### config.mk
export PLATFORM = sky130hd
export DESIGN_NAME = rtc_time_core
export DESIGN_NICKNAME = d
export VERILOG_FILES = /design/src/rtl/rtc_time_core.sv
export SDC_FILE = /design/constraint.sdc
export NUM_CORES = 1
export LEC_CHECK = 0
export CAP_MARGIN = 20
export CORE_AREA = 3 3 84 86
export DETAILED_ROUTE_END_ITERATION = 8
export DIE_AREA = 0 0 87 89
export PLACE_DENSITY = 0.85
export SYNTH_ARGS = -nofsm -noshare
export SYNTH_HDL_FRONTEND = slang
export SYNTH_SLANG_ARGS = --single-unit
### constraint.sdc
create_clock -name clk -period 3.25 [get_ports clk]
set_input_delay 0.65 -clock clk [delete_from_list [all_inputs] [get_ports clk]]
set_output_delay 0.65 -clock clk [all_outputs]
set_load 0.05 [all_outputs]
### src/rtl/rtc_time_core.sv
`default_nettype none
// ============================================================================
// Module      : rtc_time_core
// Description : RTC calendar/time counter. Loads validated INIT_* fields on
//               a load strobe, advances sec..year on each enabled 1 Hz tick,
//               and emits registered per-unit rollover strobes.
// Revision    : 1.0 - initial release
// ============================================================================
module rtc_time_core #(
  parameter int YEAR_W = 7
) (
  input  logic              clk,
  input  logic              rst_n,
  input  logic              en_i,
  input  logic              tick_i,
  input  logic              load_i,
  input  logic [5:0]        init_sec_i,
  input  logic [5:0]        init_min_i,
  input  logic [6:0]        init_hours_i,
  input  logic [2:0]        init_dow_i,
  input  logic [4:0]        init_dom_i,
  input  logic [3:0]        init_month_i,
  input  logic [YEAR_W-1:0] init_year_i,
  output logic [5:0]        cur_sec_o,
  output logic [5:0]        cur_min_o,
  output logic [6:0]        cur_hours_o,
  output logic [2:0]        cur_dow_o,
  output logic [4:0]        cur_dom_o,
  output logic [3:0]        cur_month_o,
  output logic [YEAR_W-1:0] cur_year_o,
  output logic              sec_strb_o,
  output logic              min_strb_o,
  output logic              hour_strb_o,
  output logic              day_strb_o,
  output logic              year_wrap_o,
  output logic              load_err_o
);

  localparam logic [YEAR_W-1:0] c_YEAR_MAX = YEAR_W'(99);

  // Year is offset from 2000, so every year divisible by 4 in range is leap.
  function automatic logic [4:0] f_days_in_month(input logic [3:0] month,
                                                 input logic [1:0] year_lsb);
    logic [4:0] days;
    case (month)
      4'd4, 4'd6, 4'd9, 4'd11: days = 5'd30;
      4'd2:                    days = (year_lsb == 2'd0) ? 5'd29 : 5'd28;
      default:                 days = 5'd31;
    endcase
    return days;
  endfunction

  // Current time state; hours are split into value, 12 h mode and PM flag.
  logic [5:0]        r_sec;
  logic [5:0]        r_min;
  logic [4:0]        r_hr;
  logic              r_mode;
  logic              r_pm;
  logic [2:0]        r_dow;
  logic [4:0]        r_dom;
  logic [3:0]        r_month;
  logic [YEAR_W-1:0] r_year;
  logic              r_sec_strb;
  logic              r_min_strb;
  logic              r_hour_strb;
  logic              r_day_strb;
  logic              r_year_wrap;
  logic              r_load_err;

  // Load validation
  logic [4:0] w_init_hr;
  logic       w_init_mode;
  logic       w_init_pm;
  logic [4:0] w_init_dim;
  logic       w_hr_ok;
  logic       w_load_ok;

  assign w_init_hr   = init_hours_i[4:0];
  assign w_init_mode = init_hours_i[5];
  assign w_init_pm   = init_hours_i[6];
  assign w_init_dim  = f_days_in_month(init_month_i, init_year_i[1:0]);

  assign w_hr_ok = w_init_mode ? ((w_init_hr >= 5'd1) && (w_init_hr <= 5'd12))
                               : ((w_init_hr <= 5'd23) && !w_init_pm);

  assign w_load_ok = (init_sec_i <= 6'd59) && (init_min_i <= 6'd59) && w_hr_ok &&
                     (init_dow_i != 3'd0) &&
                     (init_month_i >= 4'd1) && (init_month_i <= 4'd12) &&
                     (init_year_i <= c_YEAR_MAX) &&
                     (init_dom_i >= 5'd1) && (init_dom_i <= w_init_dim);

  // Next-state values for one accepted tick
  logic [5:0]        w_nxt_sec;
  logic [5:0]        w_nxt_min;
  logic [4:0]        w_nxt_hr;
  logic              w_nxt_pm;
  logic [2:0]        w_nxt_dow;
  logic [4:0]        w_nxt_dom;
  logic [3:0]        w_nxt_month;
  logic [YEAR_W-1:0] w_nxt_year;
  logic              w_min_roll;
  logic              w_hour_roll;
  logic              w_day_roll;
  logic              w_year_roll;
  logic [4:0]        w_cur_dim;

  assign w_cur_dim = f_days_in_month(r_month, r_year[1:0]);

  // Cascade seconds -> minutes -> hours -> calendar for a single tick.
  always_comb begin
    w_nxt_sec   = r_sec;
    w_nxt_min   = r_min;
    w_nxt_hr    = r_hr;
    w_nxt_pm    = r_pm;
    w_nxt_dow   = r_dow;
    w_nxt_dom   = r_dom;
    w_nxt_month = r_month;
    w_nxt_year  = r_year;
    w_min_roll  = 1'b0;
    w_hour_roll = 1'b0;
    w_day_roll  = 1'b0;
    w_year_roll = 1'b0;

    if (r_sec == 6'd59) begin
      w_nxt_sec  = 6'd0;
      w_min_roll = 1'b1;
      if (r_min == 6'd59) begin
        w_nxt_min   = 6'd0;
        w_hour_roll = 1'b1;
        if (!r_mode) begin
          if (r_hr == 5'd23) begin
            w_nxt_hr   = 5'd0;
            w_day_roll = 1'b1;
          end else begin
            w_nxt_hr = r_hr + 5'd1;
          end
        end else begin
          // 12 h clock reads 12,1..11; the meridian flips on 11->12 and a
          // new day starts only when that flip goes from PM to AM.
          if (r_hr == 5'd12) begin
            w_nxt_hr = 5'd1;
          end else if (r_hr == 5'd11) begin
            w_nxt_hr   = 5'd12;
            w_nxt_pm   = ~r_pm;
            w_day_roll = r_pm;
          end else begin
            w_nxt_hr = r_hr + 5'd1;
          end
        end
      end else begin
        w_nxt_min = r_min + 6'd1;
      end
    end else begin
      w_nxt_sec = r_sec + 6'd1;
    end

    if (w_day_roll) begin
      w_nxt_dow = (r_dow == 3'd7) ? 3'd1 : (r_dow + 3'd1);
      if (r_dom == w_cur_dim) begin
        w_nxt_dom = 5'd1;
        if (r_month == 4'd12) begin
          w_nxt_month = 4'd1;
          if (r_year == c_YEAR_MAX) begin
            w_nxt_year  = '0;
            w_year_roll = 1'b1;
          end else begin
            w_nxt_year = r_year + YEAR_W'(1);
          end
        end else begin
          w_nxt_month = r_month + 4'd1;
        end
      end else begin
        w_nxt_dom = r_dom + 5'd1;
      end
    end
  end

  // Time registers: load has priority and swallows a coincident tick.
  always_ff @(posedge clk or negedge rst_n) begin
    if (!rst_n) begin
      r_sec       <= 6'd0;
      r_min       <= 6'd0;
      r_hr        <= 5'd0;
      r_mode      <= 1'b0;
      r_pm        <= 1'b0;
      r_dow       <= 3'd1;
      r_dom       <= 5'd1;
      r_month     <= 4'd1;
      r_year      <= '0;
      r_sec_strb  <= 1'b0;
      r_min_strb  <= 1'b0;
      r_hour_strb <= 1'b0;
      r_day_strb  <= 1'b0;
      r_year_wrap <= 1'b0;
      r_load_err  <= 1'b0;
    end else begin
      r_sec_strb  <= 1'b0;
      r_min_strb  <= 1'b0;
      r_hour_strb <= 1'b0;
      r_day_strb  <= 1'b0;
      r_year_wrap <= 1'b0;
      r_load_err  <= 1'b0;
      if (load_i) begin
        if (w_load_ok) begin
          r_sec   <= init_sec_i;
          r_min   <= init_min_i;
          r_hr    <= w_init_hr;
          r_mode  <= w_init_mode;
          r_pm    <= w_init_pm;
          r_dow   <= init_dow_i;
          r_dom   <= init_dom_i;
          r_month <= init_month_i;
          r_year  <= init_year_i;
        end else begin
          r_load_err <= 1'b1;
        end
      end else if (tick_i && en_i) begin
        r_sec       <= w_nxt_sec;
        r_min       <= w_nxt_min;
        r_hr        <= w_nxt_hr;
        r_pm        <= w_nxt_pm;
        r_dow       <= w_nxt_dow;
        r_dom       <= w_nxt_dom;
        r_month     <= w_nxt_month;
        r_year      <= w_nxt_year;
        r_sec_strb  <= 1'b1;
        r_min_strb  <= w_min_roll;
        r_hour_strb <= w_hour_roll;
        r_day_strb  <= w_day_roll;
        r_year_wrap <= w_year_roll;
      end
    end
  end

  assign cur_sec_o   = r_sec;
  assign cur_min_o   = r_min;
  assign cur_hours_o = {r_pm, r_mode, r_hr};
  assign cur_dow_o   = r_dow;
  assign cur_dom_o   = r_dom;
  assign cur_month_o = r_month;
  assign cur_year_o  = r_year;
  assign sec_strb_o  = r_sec_strb;
  assign min_strb_o  = r_min_strb;
  assign hour_strb_o = r_hour_strb;
  assign day_strb_o  = r_day_strb;
  assign year_wrap_o = r_year_wrap;
  assign load_err_o  = r_load_err;

endmodule
`default_nettype wire

==> results of run 1 <==
cell usage after synthesis, types with 8 or more instances:
cell / number
o21ai_0: 22
inv_1: 18
and3_1: 8
dfrtp_1: 41
nand3_1: 19
clkbuf_1: 13
o22ai_1: 8
nand2_1: 29
nor2_1: 32
a21oi_1: 27
ha_1: 15
layout make-up:
| class | count | share of cell area, % |
|---|---|---|
| multi-input cells | 281 | 43.2 |
| inverters | 18 | 1.59 |
| clock buffers | 7 | 2.27 |
| repair buffers | 106 | 24.0 |
| clock inverters | 1 | 0.707 |
| flip-flops and latches | 44 | 26.0 |
| well taps | 77 | 2.27 |
worst reg2reg max path, delay by kind of cell (launching register included):
kind | cells | cell delay [ps]
simple gates | 5 | 1630
compound gates | 1 | 130
flops | 1 | 430
fa+ha+maj | 1 | 270
buf+inv | 1 | 190
flip-flops by register name, indices dropped and copies added (netlist names):
signal,flops
cur_year_o,7
cur_min_o,6
cur_sec_o,6
cur_dom_o,5
r_hr,5
cur_month_o,4
cur_dow_o,3
day_strb_o,1
hour_strb_o,1
load_err_o,1
min_strb_o,1
r_mode,1
r_pm,1
sec_strb_o,1
year_wrap_o,1
cell families after synthesis:
group                    synth area share, %
AND/OR/NAND/NOR                         24.9
AO/OA/AOI/OAI                           24.2
flip-flops                              35.5
buffers and inverters                   5.51
adder cells (fa/ha/maj)                 6.03
multiplexers                            2.73
XOR/XNOR                                1.13
path summary, 6_finish.rpt:
check,depth (start not counted),to,slack (ps),startpoint
min reg2reg,2,cur_dow_o[0],500,cur_dow_o[0]
max reg2reg,8,cur_year_o[2],530,cur_sec_o[0]
min in group clk,2,cur_dow_o[0],500,cur_dow_o[0]
min,1,sec_strb_o,170,rst_n
max,11,cur_year_o[4],130,init_month_i[2]
max in group asynchronous,2,cur_month_o[0],2590,rst_n
metal layers:
layer | vias to the layer above | wire (um) | part of all wire, % | GRT usage (%)
met4 | 0 | 125 | 1.4 | 6.80
met1 | 1597 | 3770 | 41 | 30.6
li1 | 1552 | - | - | -
met3 | 17 | 724 | 7.9 | 4.06
met5 | - | 0 | 0 | 0
met2 | 169 | 4590 | 50 | 41.6
power groups by stage:
stage | Clock (mW) | Sequential [mW] | Combinational [mW]
3_3_place_gp | 0 | 0.910 | 1.48
5_1_grt | 0.492 | 0.944 | 1.65
4_1_cts | 0.464 | 0.910 | 1.53
3_5_place_dp | 0 | 0.918 | 1.53
2_1_floorplan | 0 | 1.33 | 0.592
6_report | 0.466 | 0.914 | 1.53
==> impl_results.md, run 1 <==
- Mapped Cells: 364
- HP Class: in -> async
- PostCTS Resize Cnt: 0
- Final setup vio count: 0
- FP Rows: 29
- Critical Path AT: 3350 ps
- Synthesized area: 3110 um^2
- Chip Width: 87 um
- Rel. slew slack: 60.3%
- Initial Util: 49.0%
- Share of the synthesized area in the top cell type: 33.0%
- Run status: complete, no violations
- Largest buffer count on any clock path: 2
- Initial antenna violation count: 0
- Unique masters post-synth: 62
- Yosys top cell by area: dfrtp_1
- Largest fanout on the critical path: 11
- Fin crit share: 95.9%
- Sum of negative setup slack: 0 ps
- Register share of total power: 31.4%
- Pwr Total: 2.91 mW
- Switching power: 1.36 mW
- Yosys reg bits: 44
- CTS tree: built
- Final hold viol count: 0
- Multi-input gate area in the final layout: 1840 um^2
- Clock network power share: 16.0%
- DR pass1 iterations: 5
- Layout cells sized above 1: 10.1%
- Clk slew on worst S/H paths: 80 ps
- Largest net degree at the start of global routing: 46
- Synth Warn #: 0
- Clock skew: 9.53 ps
- First-pass GRT wire length: 15000 um
- Vias in the first global route: 3177
- Vias/cell: 6.25
- Cells after DPL: 525
- DR iter-0 viols: 230
- Routed wire length: 9220 um
- Ports: 87
- Crit path buffers/inverters: 3
- # DRC: 0
- Sw Ratio: 46.6%
- Comb pwr share: 52.6%
- VDD IR-drop max: 0.596 mV
- Clk Latency, worst-skew pair: 300 ps
- # hold bufs at CTS: 0
- Slew Limit Fails: 0
- Area Growth Syn to Fin: 36.5%
- Most frequent cells in the layout: clkdlybuf4s50_1, dfrtp_1, nor2_1, nand2_1, a21oi_1
- RePlAce Congestion: 0.911
- Worst hold slack: 168 ps
- Leakage: 1.80 nW
- Critical Path, Cell by Cell: clkdlybuf4s50_1 > nor4b_1 > ha_1 > nor2b_1 > o211a_1 > nor4_1 > buf_4 > and2_1 > buf_4 > a2bb2oi_1 > a211o_1
- Post-route insts no fill: 534
- FFs w/ async S/R, synth: 100%
- Grt total ovfl: 0
- Max incr delay on CP: 490 ps
- Antenna diode count: 0
- Internal: 1.55 mW
- DR WL/cell: 17.3 um
- Final WS setup: 134 ps
- Commonest non-fill, non-tap cell in the layout: clkdlybuf4s50_1
- Die area: 7740 um^2
- Most used cell, CP: buf_4
- CTS Sinks: 44
- Final Critical Period: 3120 ps
- CP Capture Type: flop
- Remaining antenna violation count: 0
- Post-CTS setup buffer count: 0
- Least-Margin Pin Slew: 588 ps
- Total Nets Final: 514
- Syn Area/Cell: 8.55 um^2
- Required @ worst endpoint: 3490 ps
- Fmax: 0.321 GHz
- RSZ-0062 raised after global routing: no
- Cell Area, Placed: 4100 um^2
- Number of synthesized flops with an enable pin: 0
- Worst setup path class: in -> reg
- Worst setup SP type: input pin
- Dpl hpwl: 6830 um
- Input/output buffers: 86
- All-layer global routing usage: 23.9%
- Top cells by area, synth: dfrtp_1, ha_1, a21oi_1
- Ys flop type: dfrtp_1
- Power Density: 685 nW/um^2
- Critical path's slowest cell: nor4b_1
- Dpl ws: -87.3 ps
- H-Tree Level Count: 2
- Core box area: 6350 um^2
- MaxCap Viol Count: 0
- Clock Tree Root: clkbuf_8
- Register Area: 1100 um^2
- Number of filler cells placed in the layout: 525
- CP top delay family: simple AND/OR/NAND/NOR gates
- DIE HEIGHT: 89 um
- Final Util: 66.9%
- CTS buffer count: 5
- Post-synthesis net count: 422
- Design Area, Final: 4250 um^2
- Via Count: 3335
- Seq/Total Area, Yosys: 35.5%
(Power assumes the default switching activity.)
==> inputs of run 2 (changes only) <==
--- a/config.mk
+++ b/config.mk
@@ -5,7 +5,7 @@
 export SDC_FILE = /design/constraint.sdc
 export NUM_CORES = 1
 export LEC_CHECK = 0
-export CAP_MARGIN = 20
+export CAP_MARGIN = 30
 export CORE_AREA = 3 3 84 86
 export DETAILED_ROUTE_END_ITERATION = 8
 export DIE_AREA = 0 0 87 89
==> run 2 against run 1 <==
Effect of this change:
- maximum frequency grew 2.8%
- clock skew shrank 2.6 ps
- sequential cell count is the same
- power shrank 4.3%
- final cell count is the same
- critical endpoint is now cur_min_o[0]
- largest power group unchanged
==> impl_results.md, run 2 (synthesis gave the netlist of run 1 again) <==
- Internal: 1.43 mW
- FF-to-FF setup slack: 590 ps
- CP Capture Type: flop
- Sum of negative setup slack: 0 ps
- Via Count: 3297
- Fmax: 0.330 GHz
- DR WL/cell: 17.2 um
- Largest buffer count on any clock path: 2
- Cells after DPL: 526
- Most frequent cells in the layout: clkdlybuf4s50_1, dfrtp_1, nor2_1, nand2_1, a21oi_1
- Run status: complete, no violations
- Fin crit share: 93.3%
- Register Area: 1100 um^2
- HP Class: in -> async
- Routed wire length: 9190 um
- CP top delay family: simple AND/OR/NAND/NOR gates
- Clock skew: 6.94 ps
- Clk Latency, worst-skew pair: 300 ps
- Least-Margin Pin Slew: 569 ps
- RePlAce Congestion: 0.911
- Area Growth Syn to Fin: 35.3%
- Flip-flop count of the largest register after layout: 7
- Clk slew on worst S/H paths: 80 ps
- Critical Path, Cell by Cell: clkdlybuf4s50_1 > o21ai_0 > a211oi_1 > a31oi_1 > ha_1 > nand2_1 > o211a_1 > nor4_1 > buf_4 > and2_1 > nor2_1 > mux2_2
- Comb pwr share: 55.0%
- Die area: 7740 um^2
- Largest net degree at the start of global routing: 46
- Sw Ratio: 48.5%
- Number of filler cells placed in the layout: 550
- Critical path's slowest cell: clkdlybuf4s50_1
- Crit path buffers/inverters: 2
- Critical Path AT: 3220 ps
- H-Tree Level Count: 2
- Required @ worst endpoint: 3440 ps
- Initial antenna violation count: 0
- Vias/cell: 6.17
- Rel. slew slack: 61.6%
- VDD IR-drop max: 0.544 mV
- Vias in the first global route: 3221
- CTS buffer count: 5
- Final Critical Period: 3030 ps
- Multi-input gate area in the final layout: 1840 um^2
- Worst setup SP type: input pin
- Slew Limit Fails: 0
- Switching power: 1.35 mW
- Clock Tree Root: clkbuf_8
- RSZ-0062 raised after global routing: no
- Commonest non-fill, non-tap cell in the layout: clkdlybuf4s50_1
- Initial Util: 49.0%
- Final hold viol count: 0
- MaxCap Viol Count: 0
- FP Rows: 29
- Final setup vio count: 0
- # hold bufs at CTS: 0
- Dpl hpwl: 6930 um
- All-layer global routing usage: 24.2%
- Chip Width: 87 um
- Layout cells sized above 1: 9.85%
- # DRC: 0
- Ports: 87
- CTS tree: built
- Largest fanout on the critical path: 6
- DIE HEIGHT: 89 um
- Grt total ovfl: 0
- Input/output buffers: 86
- DR pass1 iterations: 4
- Clock network power share: 12.1%
- Register share of total power: 32.9%
- CTS Sinks: 44
- Power Density: 662 nW/um^2
- Core box area: 6350 um^2
- DR iter-0 viols: 191
- Antenna diode count: 0
- Post-route insts no fill: 534
- Remaining antenna violation count: 0
- Leakage: 1.78 nW
- Max incr delay on CP: 490 ps
- Total Nets Final: 514
- Post-CTS setup buffer count: 0
- First-pass GRT wire length: 15200 um
- Worst setup path class: in -> reg
run 2: cell count changes in the layout (fill, tap and decap cells not counted):
cell,previous run,this run
nor4b_1,3,2
bufinv_16,1,0
clkinv_2,0,1
clkbuf_1,0,2
clkbuf_8,7,5
nor4b_2,0,1
run 2: power groups by stage:
stage / combinational (mW) / clock (mW) / sequential, mW
floorplan: 0.592 / 0 / 1.33
global placement: 1.48 / 0 / 0.910
detailed placement: 1.53 / 0 / 0.919
CTS: 1.53 / 0.339 / 0.911
global route: 1.65 / 0.360 / 0.947
finish: 1.53 / 0.338 / 0.917
run 2: metal layers:
layer | track usage [%] | up-vias | part of all wire [%]
li1 | - | 1541 | -
met1 | 30.4 | 1578 | 41
met4 | 8.36 | 0 | 2.1
met3 | 4.15 | 22 | 7.2
met2 | 42.2 | 156 | 50
met5 | 0 | - | 0
run 2: path summary, 6_finish.rpt:
kind,cells past startpoint,to,start
setup / recovery,12,cur_min_o[0],init_month_i[1]
hold reg to reg,2,cur_dow_o[0],cur_dow_o[0]
setup reg to reg,8,cur_year_o[2],cur_sec_o[0]
max in group asynchronous,2,cur_dow_o[0],rst_n
hold / removal,1,cur_sec_o[4],rst_n
min in group clk,2,cur_dow_o[0],cur_dow_o[0]
run 2: cell type report:
type | instances | area share [%]
multi-input combinational | 281 | 43.8
sequential | 44 | 26.2
timing repair buffer | 106 | 24.2
tap | 77 | 2.29
clock buffer | 7 | 1.81
inverter | 18 | 1.60
clock inverter | 1 | 0.119
run 2: what timing repair did:
| action | 4_1_cts | 5_1_grt |
|---|---|---|
| hold endpoints to repair | 0 | 0 |
| endpoints found under the setup margin | 0 | 1 |
| gates resized for setup | 0 | 1 |
run 2: through the flow:
stage | instance area, um^2 | total power [mW] | util, % | setup slack [ps] | hold WS, ps
2_1_floorplan | 3110 | 1.92 | - | 470 | 354
5_1_grt | 4210 | 2.96 | 66.3 | 3.95 | 227
3_3_place_gp | 4100 | 2.39 | 64.6 | 5.92 | 488
3_5_place_dp | 4120 | 2.45 | 64.9 | -87.8 | 493
6_report | 4210 | 2.79 | 66.3 | 218 | 218
4_1_cts | 4210 | 2.78 | 66.2 | 206 | 229
